$ cat src/rtl/serial_add_pkg.sv
// Shared definitions for the bit-serial adder controller: state encoding and default width.
package serial_add_pkg;

  localparam int DEFAULT_WIDTH = 8;

  typedef enum logic [1:0] {
    IDLE = 2'd0,
    RUN  = 2'd1,
    DONE = 2'd2
  } state_t;

endpackage

$ cat src/rtl/fa_cell.sv
// Single-bit full adder, purely combinational; sequenced by serial_add_ctrl.
module fa_cell (
  input  logic a,
  input  logic b,
  input  logic ci,
  output logic s,
  output logic co
);

  assign s  = a ^ b ^ ci;
  assign co = (a & b) | (ci & (a ^ b));

endmodule

$ cat src/rtl/serial_add_ctrl.sv
// Bit-serial adder controller: one full-adder cell per cycle, LSB first.
// Optional signed-overflow output ovf is built when SERIAL_ADD_OVF_EN is defined.
module serial_add_ctrl
  import serial_add_pkg::*;
#(
  parameter int WIDTH = DEFAULT_WIDTH
) (
  input  logic             clk,
  input  logic             rst_n,
  input  logic             clear,
  input  logic             in_valid,
  output logic             in_ready,
  input  logic [WIDTH-1:0] a_in,
  input  logic [WIDTH-1:0] b_in,
  input  logic             cin,
  output logic             out_valid,
  input  logic             out_ready,
  output logic [WIDTH-1:0] sum_out,
  output logic             cout,
`ifdef SERIAL_ADD_OVF_EN
  output logic             ovf,
`endif
  output logic [1:0]       state_dbg
);

  // Handshakes: a transfer happens on a rising edge where valid and ready are both 1;
  // the producer holds its data while valid is high and ready is low.

  localparam int CW = $clog2(WIDTH);
  localparam logic [CW-1:0] LAST = CW'(WIDTH - 1);

  state_t           state_q, state_d;
  logic [CW-1:0]    cnt_q, cnt_d;
  logic [WIDTH-1:0] a_q, a_d, b_q, b_d, sum_q, sum_d;
  logic             carry_q, carry_d;
  logic             in_ready_q, in_ready_d;
  logic             out_valid_q, out_valid_d;
  logic             ovf_q, ovf_d;
  logic             fa_s, fa_co;

  fa_cell u_fa (
    .a  (a_q[0]),
    .b  (b_q[0]),
    .ci (carry_q),
    .s  (fa_s),
    .co (fa_co)
  );

  always_comb begin
    state_d = state_q;
    cnt_d   = cnt_q;
    a_d     = a_q;
    b_d     = b_q;
    sum_d   = sum_q;
    carry_d = carry_q;
    ovf_d   = ovf_q;
    case (state_q)
      IDLE: begin
        if (in_valid && in_ready_q) begin
          state_d = RUN;
          cnt_d   = '0;
          a_d     = a_in;
          b_d     = b_in;
          carry_d = cin;
          sum_d   = '0;
          ovf_d   = 1'b0;
        end
      end
      RUN: begin
        sum_d   = {fa_s, sum_q[WIDTH-1:1]};
        a_d     = a_q >> 1;
        b_d     = b_q >> 1;
        carry_d = fa_co;
        if (cnt_q == LAST) begin
          // carry_q is the carry into the MSB on this final cell
          state_d = DONE;
          ovf_d   = carry_q ^ fa_co;
        end else begin
          cnt_d = cnt_q + CW'(1);
        end
      end
      DONE: begin
        if (out_ready) state_d = IDLE;
      end
      default: state_d = IDLE;
    endcase
    if (clear) begin
      state_d = IDLE;
      cnt_d   = '0;
      a_d     = '0;
      b_d     = '0;
      sum_d   = '0;
      carry_d = 1'b0;
      ovf_d   = 1'b0;
    end
    in_ready_d  = (state_d == IDLE);
    out_valid_d = (state_d == DONE);
  end

  always_ff @(posedge clk) begin
    if (!rst_n) begin
      state_q     <= IDLE;
      cnt_q       <= '0;
      a_q         <= '0;
      b_q         <= '0;
      sum_q       <= '0;
      carry_q     <= 1'b0;
      ovf_q       <= 1'b0;
      in_ready_q  <= 1'b1;
      out_valid_q <= 1'b0;
    end else begin
      state_q     <= state_d;
      cnt_q       <= cnt_d;
      a_q         <= a_d;
      b_q         <= b_d;
      sum_q       <= sum_d;
      carry_q     <= carry_d;
      ovf_q       <= ovf_d;
      in_ready_q  <= in_ready_d;
      out_valid_q <= out_valid_d;
    end
  end

  assign in_ready  = in_ready_q;
  assign out_valid = out_valid_q;
  assign sum_out   = sum_q;
  assign cout      = carry_q;
  assign state_dbg = state_q;
`ifdef SERIAL_ADD_OVF_EN
  assign ovf       = ovf_q;
`else
  logic unused_ovf;
  assign unused_ovf = ovf_q;
`endif

endmodule

$ cat config.mk
export PLATFORM = sky130hd
export DESIGN_NAME = serial_add_ctrl
export DESIGN_NICKNAME = d
export VERILOG_FILES = /design/src/rtl/serial_add_pkg.sv /design/src/rtl/fa_cell.sv /design/src/rtl/serial_add_ctrl.sv
export SDC_FILE = /design/constraint.sdc
export NUM_CORES = 1
export LEC_CHECK = 0
export CORE_UTILIZATION = 34
export CTS_CLUSTER_DIAMETER = 150
export DETAILED_ROUTE_END_ITERATION = 10
export PLACE_DENSITY = 0.68
export SYNTH_ARGS = -nofsm -noshare
export SYNTH_HDL_FRONTEND = slang
export SYNTH_SLANG_ARGS = --single-unit
$ cat constraint.sdc
create_clock -name clk -period 2.3 [get_ports clk]
set_input_delay 0.46 -clock clk [delete_from_list [all_inputs] [get_ports clk]]
set_output_delay 0.46 -clock clk [all_outputs]
set_load 0.02 [all_outputs]
# --- Word level (Yosys, flattened, before mapping) ---
# Index checks and enable logic that the tools add are counted.
classes:
  addsub: 1
  n_eq_ne: 6
  mux: 16
  bitwise: 6
  reduce_logical: 7
ops:
  columns: ["op", "count"]
  rows:
  - ["8-bit one-hot mux with 2 select lines", 3]
  - ["8-bit two-way mux", 3]
  - ["2-bit two-way mux", 4]
  - ["3-bit two-way mux", 2]
  - ["2-bit one-hot mux with 3 select lines", 1]
  - ["3-bit one-hot mux with 2 select lines", 1]
  - ["2-bit equality test (second input constant)", 2]
  - ["2-bit zero test", 2]
  - ["2-bit inequality test (second input constant)", 2]
  - ["3-bit by 1-bit adder with 3-bit output (second input constant)", 1]
  - ["3-bit equality test (second input constant)", 1]
  - ["3-bit AND reduction", 1]
  - ["1-bit bitwise AND", 2]
  - ["2-bit by 1-bit equality test with 1-bit output (second input constant)", 1]
  - ["1-bit one-hot mux with 2 select lines", 1]
  - ["2-bit AND reduction", 1]
  - ["2-bit nonzero test", 1]
  - ["2-bit OR reduction", 1]
  - ["1-bit bitwise XOR", 2]
  - ["1-bit logical AND", 1]
  - ["1-bit two-way mux", 1]
  - ["1-bit inverter", 1]
  - ["1-bit bitwise OR", 1]
word_totals:
  regBits: 32
  elab_cells: 44

# --- Longest topological paths before layout ---
depth:
  depth_word: 5
  ltp_mapped: 6
  depth_no_buf: 5

# --- Modules after synthesis ---
# Synthesis repeated with hierarchy kept, for this count alone.
unflattened:
  cells_unflattened: 148
  area_unflattened_um2: 1486.4
by_module_without_submodules:
  columns: ["module", "instances", "cells_each", "area_per_inst_um2"]
  rows:
  - ["serial_add_ctrl", 1, 147, 1466.4]
  - ["fa_cell", 1, 1, 20.0]

# --- Least setup slack after synthesis ---
# OpenSTA, ideal clock, no wires.
synth_timing:
  path_kind: "register to register"
  start: "reg carry_q (netlist: cout)"
  end: "reg carry_q (netlist: cout)"
  setup_time_ns: 0.086
  t_arrival_ns: 1.353
  slack_ns: 0.861
  stages_incl_launch_ff: 6
  path_buffers: 0
  period_less_slack_ns: 1.439
  cell_sequence: "dfxtp_1 > inv_1 > fa_1 > nor3b_1 > a21oi_1 > a211oi_1"
synth_via:
  elab_chain_len: 3
synth_rtl:
  columns: ["element", "line", "text"]
  rows:
  - ["from (decl)", "serial_add_ctrl.sv:35", "logic carry_q, carry_d;"]
  - ["from (signal assigned)", "serial_add_ctrl.sv:117", "carry_q <= carry_d;"]
  - ["1-bit bitwise AND", "fa_cell.sv:11", "assign co = (a & b) | (ci & (a ^ b));"]
  - ["1-bit bitwise OR", "fa_cell.sv:11", null]
  - ["1-bit one-hot mux with 2 select lines", "serial_add_ctrl.sv:57", "case (state_q)"]
# No other way between the ends.
# A chain may end at the register's enable or synchronous reset.

# --- Worst setup path in the final report ---
layout_timing:
  start: "reg state_q[1] (netlist: state_dbg[1])"
  end: "out state_dbg[1]"
layout_lines:
  columns: ["element", "line", "text"]
  rows:
  - ["from (decl)", "serial_add_ctrl.sv:32", "state_t state_q, state_d;"]
  - ["from (signal assigned)", "serial_add_ctrl.sv:112", "state_q <= state_d;"]
  - ["to (decl)", "serial_add_ctrl.sv:23", "output logic [1:0] state_dbg"]
# No word-level cell between the ends.

==> results.md <==
- Status: finished, final reports clean
- Routed Wire Length: approximately 3200 microns
- Largest net degree at the start of global routing: 22
- Worst-Margin Slew: 476.4 ps
- Worst Path Max Fanout: 11
- Seq/Total Area, Yosys: 0.4414
- CTS tree: done
- Finished Core Util: 0.4628
- Final Slew Violations: 0
- First-pass GRT wire length: approximately 5000 microns
- Synth warn: 0
- CTS Buffer Depth: 2
- I/O pin total: 35
- Port bufs: 34
- Diode count: 0
- Min Clock Period, post-route: 1970 ps
- Worst skew pair latency: 290 ps
- DP Worst Slack: 415.0 ps
- Detailed Place HPWL: 2171 microns
- Asr flop ratio synth: 0
- Unique masters post-synth: 32
- DRT Pass-1 Iters: 4
- Highest clock rate: 507.6 MHz
- CTS buffer count: 5
- Share of cells above drive strength 1: 0.1272
- Global Route Usage Sum: 0.1561
- CP max stage delay: 680 ps
- Worst slew margin: 0.6813
- Htree depth: 2
- Critical path, cell by cell: clkdlybuf4s50_1
- Synth top area share: 0.4414
- Post-layout net count: 198
- Cells after DPL: around 220
- Vias: 1164
- Synth area leader: dfxtp_1
- TNS Setup: 0 ps
- Die X-Extent: between 60 and 70 microns
- Buffers & Inverters on Critical Path: 1
- DRT iter0 DRCs: 28
- Cell at the root of the clock tree: clkbuf_8
- Initial Utilization: 0.3577
- Most common cell in the synthesized netlist: dfxtp_1
- Congestion Overflow GR: 0
- Top cells by count, synth: 32 x dfxtp_1, 19 x a21oi_1, 14 x mux2i_1
- Setup bufs post-CTS: 0
- Cells after Synth: 139
- Startpoint Class: register
- #FFs+latches synth: 32
- Crit path max-delay family: buffers and inverters
- Setup ws final: 329.8 ps
- DRT antenna net count: 0
- Final Non-Filler Cells: between 200 and 250
- Floorplan core area: a little over 4000 sq um
- CP Class: reg -> out
- RD Place Congestion: 0.7212
- VDD IR max: 0.0002735 V
- Post-Synthesis Cell Area: 1451 sq um
- Min-delay worst type: reg -> reg
- Via density per instance: 5.220
- Max_cap viols: 0
- Initial antenna violation count: 0
- P_leak: ~0.72 nW
- Vias in the first global route: about 1200
- Final Hold Fails: 0
- Hold Buf Count CTS: 0
- Die Footprint: between 4000 and 5000 sq um
- Crit end category: output port
- DIE HEIGHT: 67.34 microns
- Dominant synthesized flop cell: dfxtp_1
- Required time of the worst setup path: 1840 ps
- Slowest CP cell: clkdlybuf4s50_1
- Pwr per Cell Area: just over 600 nW/um^2
- Drt drc: 0
- Worst Skew: about 6.7 ps
- Row cnt: 23
- Critical path arrival: 1510 ps
- Clock-pin slew on the worst setup and hold paths: 60 ps
- Num Clock Sinks: 32
- Count of final setup violators: 0
- WL/cell: 14.30 microns
- Synth area leaders: dfxtp_1 44%, mux2i_1 9.7%, a21oi_1 6.6%
- EDFF count, synth: 0
- Area Growth Syn to Fin: 29.40%
- Post-cts sizing count: 0
- Tot Pwr: 1.144 mW
- Fin crit share: 0.8566
- RSZ-0062 raised after global routing: false
- Mapped Nets: 164
- Synth Area per Inst: between 10 and 15 sq um
## metal layers
layer	track usage	part of all wire	vias up
met1	0.1885	0.47	534
met4	0.07447	0.019	0
met3	0.05743	0.061	6
met5	0	0	-
li1	-	-	590
met2	0.2438	0.45	34
## cell type report
type | count | area, sq um
Multi-Input combinational cell | 92 | 715.7
Clock inverter | 1 | 5.005
Clock buffer | 6 | 72.57
Timing Repair Buffer | 37 | 362.8
Tap cell | 50 | 62.56
Sequential cell | 32 | 640.6
Fill cell | 382 | 2180
Inverter | 5 | 18.77
## cell families after synthesis
| group | count (synthesis) | synth area share |
|---|---|---|
| AND/OR/NAND/NOR | 24 | 0.09224 |
| multiplexers | 14 | 0.09655 |
| flip-flops | 32 | 0.4414 |
| buffers and inverters | 15 | 0.06550 |
| AO/OA/AOI/OAI | 51 | 0.2733 |
| adder cells (fa/ha/maj) | 3 | 0.03103 |
## cell usage in the layout (no fill, tap or decap), drive strengths merged, types with 2 or more instances in the layout
cell type,synthesis,routed
o22ai,2,2
a32o,7,7
clkdlybuf4s50,0,34
nand2,6,6
nor2b,2,2
nor3b,2,2
a21oi,20,20
mux2i,14,14
nand2b,2,2
inv,5,5
ha,2,2
clkbuf,3,6
buf,7,3
nor2,4,4
nand3,4,4
a32oi,2,2
a211oi,16,16
dfxtp,32,32
## per-stage QoR
step	instance area, sq um	hold WS (ps)
after global placement	1800	469.9
after detailed placement	1800	477.3
after global routing	1878	499.4
after CTS	1878	483.2
after floorplan	1451	445.6
final	1878	484.5
## flip-flops by register name, summed over array words and instances, names as in the netlist
name / cells
cout: 1
out_valid: 1
b_q: 8
state_dbg: 2
cnt_q: 3
sum_out: 8
in_ready: 1
a_q: 8
## worst paths after layout
| check | slack [ps] | depth (start not counted) | startpoint | to |
|---|---|---|---|---|
| hold reg to reg | 480 | 2 | b_q[7] | b_q[7] |
| hold / removal | 480 | 2 | b_q[7] | b_q[7] |
| setup reg to reg | 820 | 3 | state_dbg[1] | sum_out[3] |
| setup / recovery | 330 | 1 | state_dbg[1] | state_dbg[1] |
## where the power goes
part / switching, mW / internal, mW
logic: 0.0815 / 0.0816
clock network: 0.193 / 0.205
registers: 0.0101 / 0.572
(Power assumes the default switching activity.)
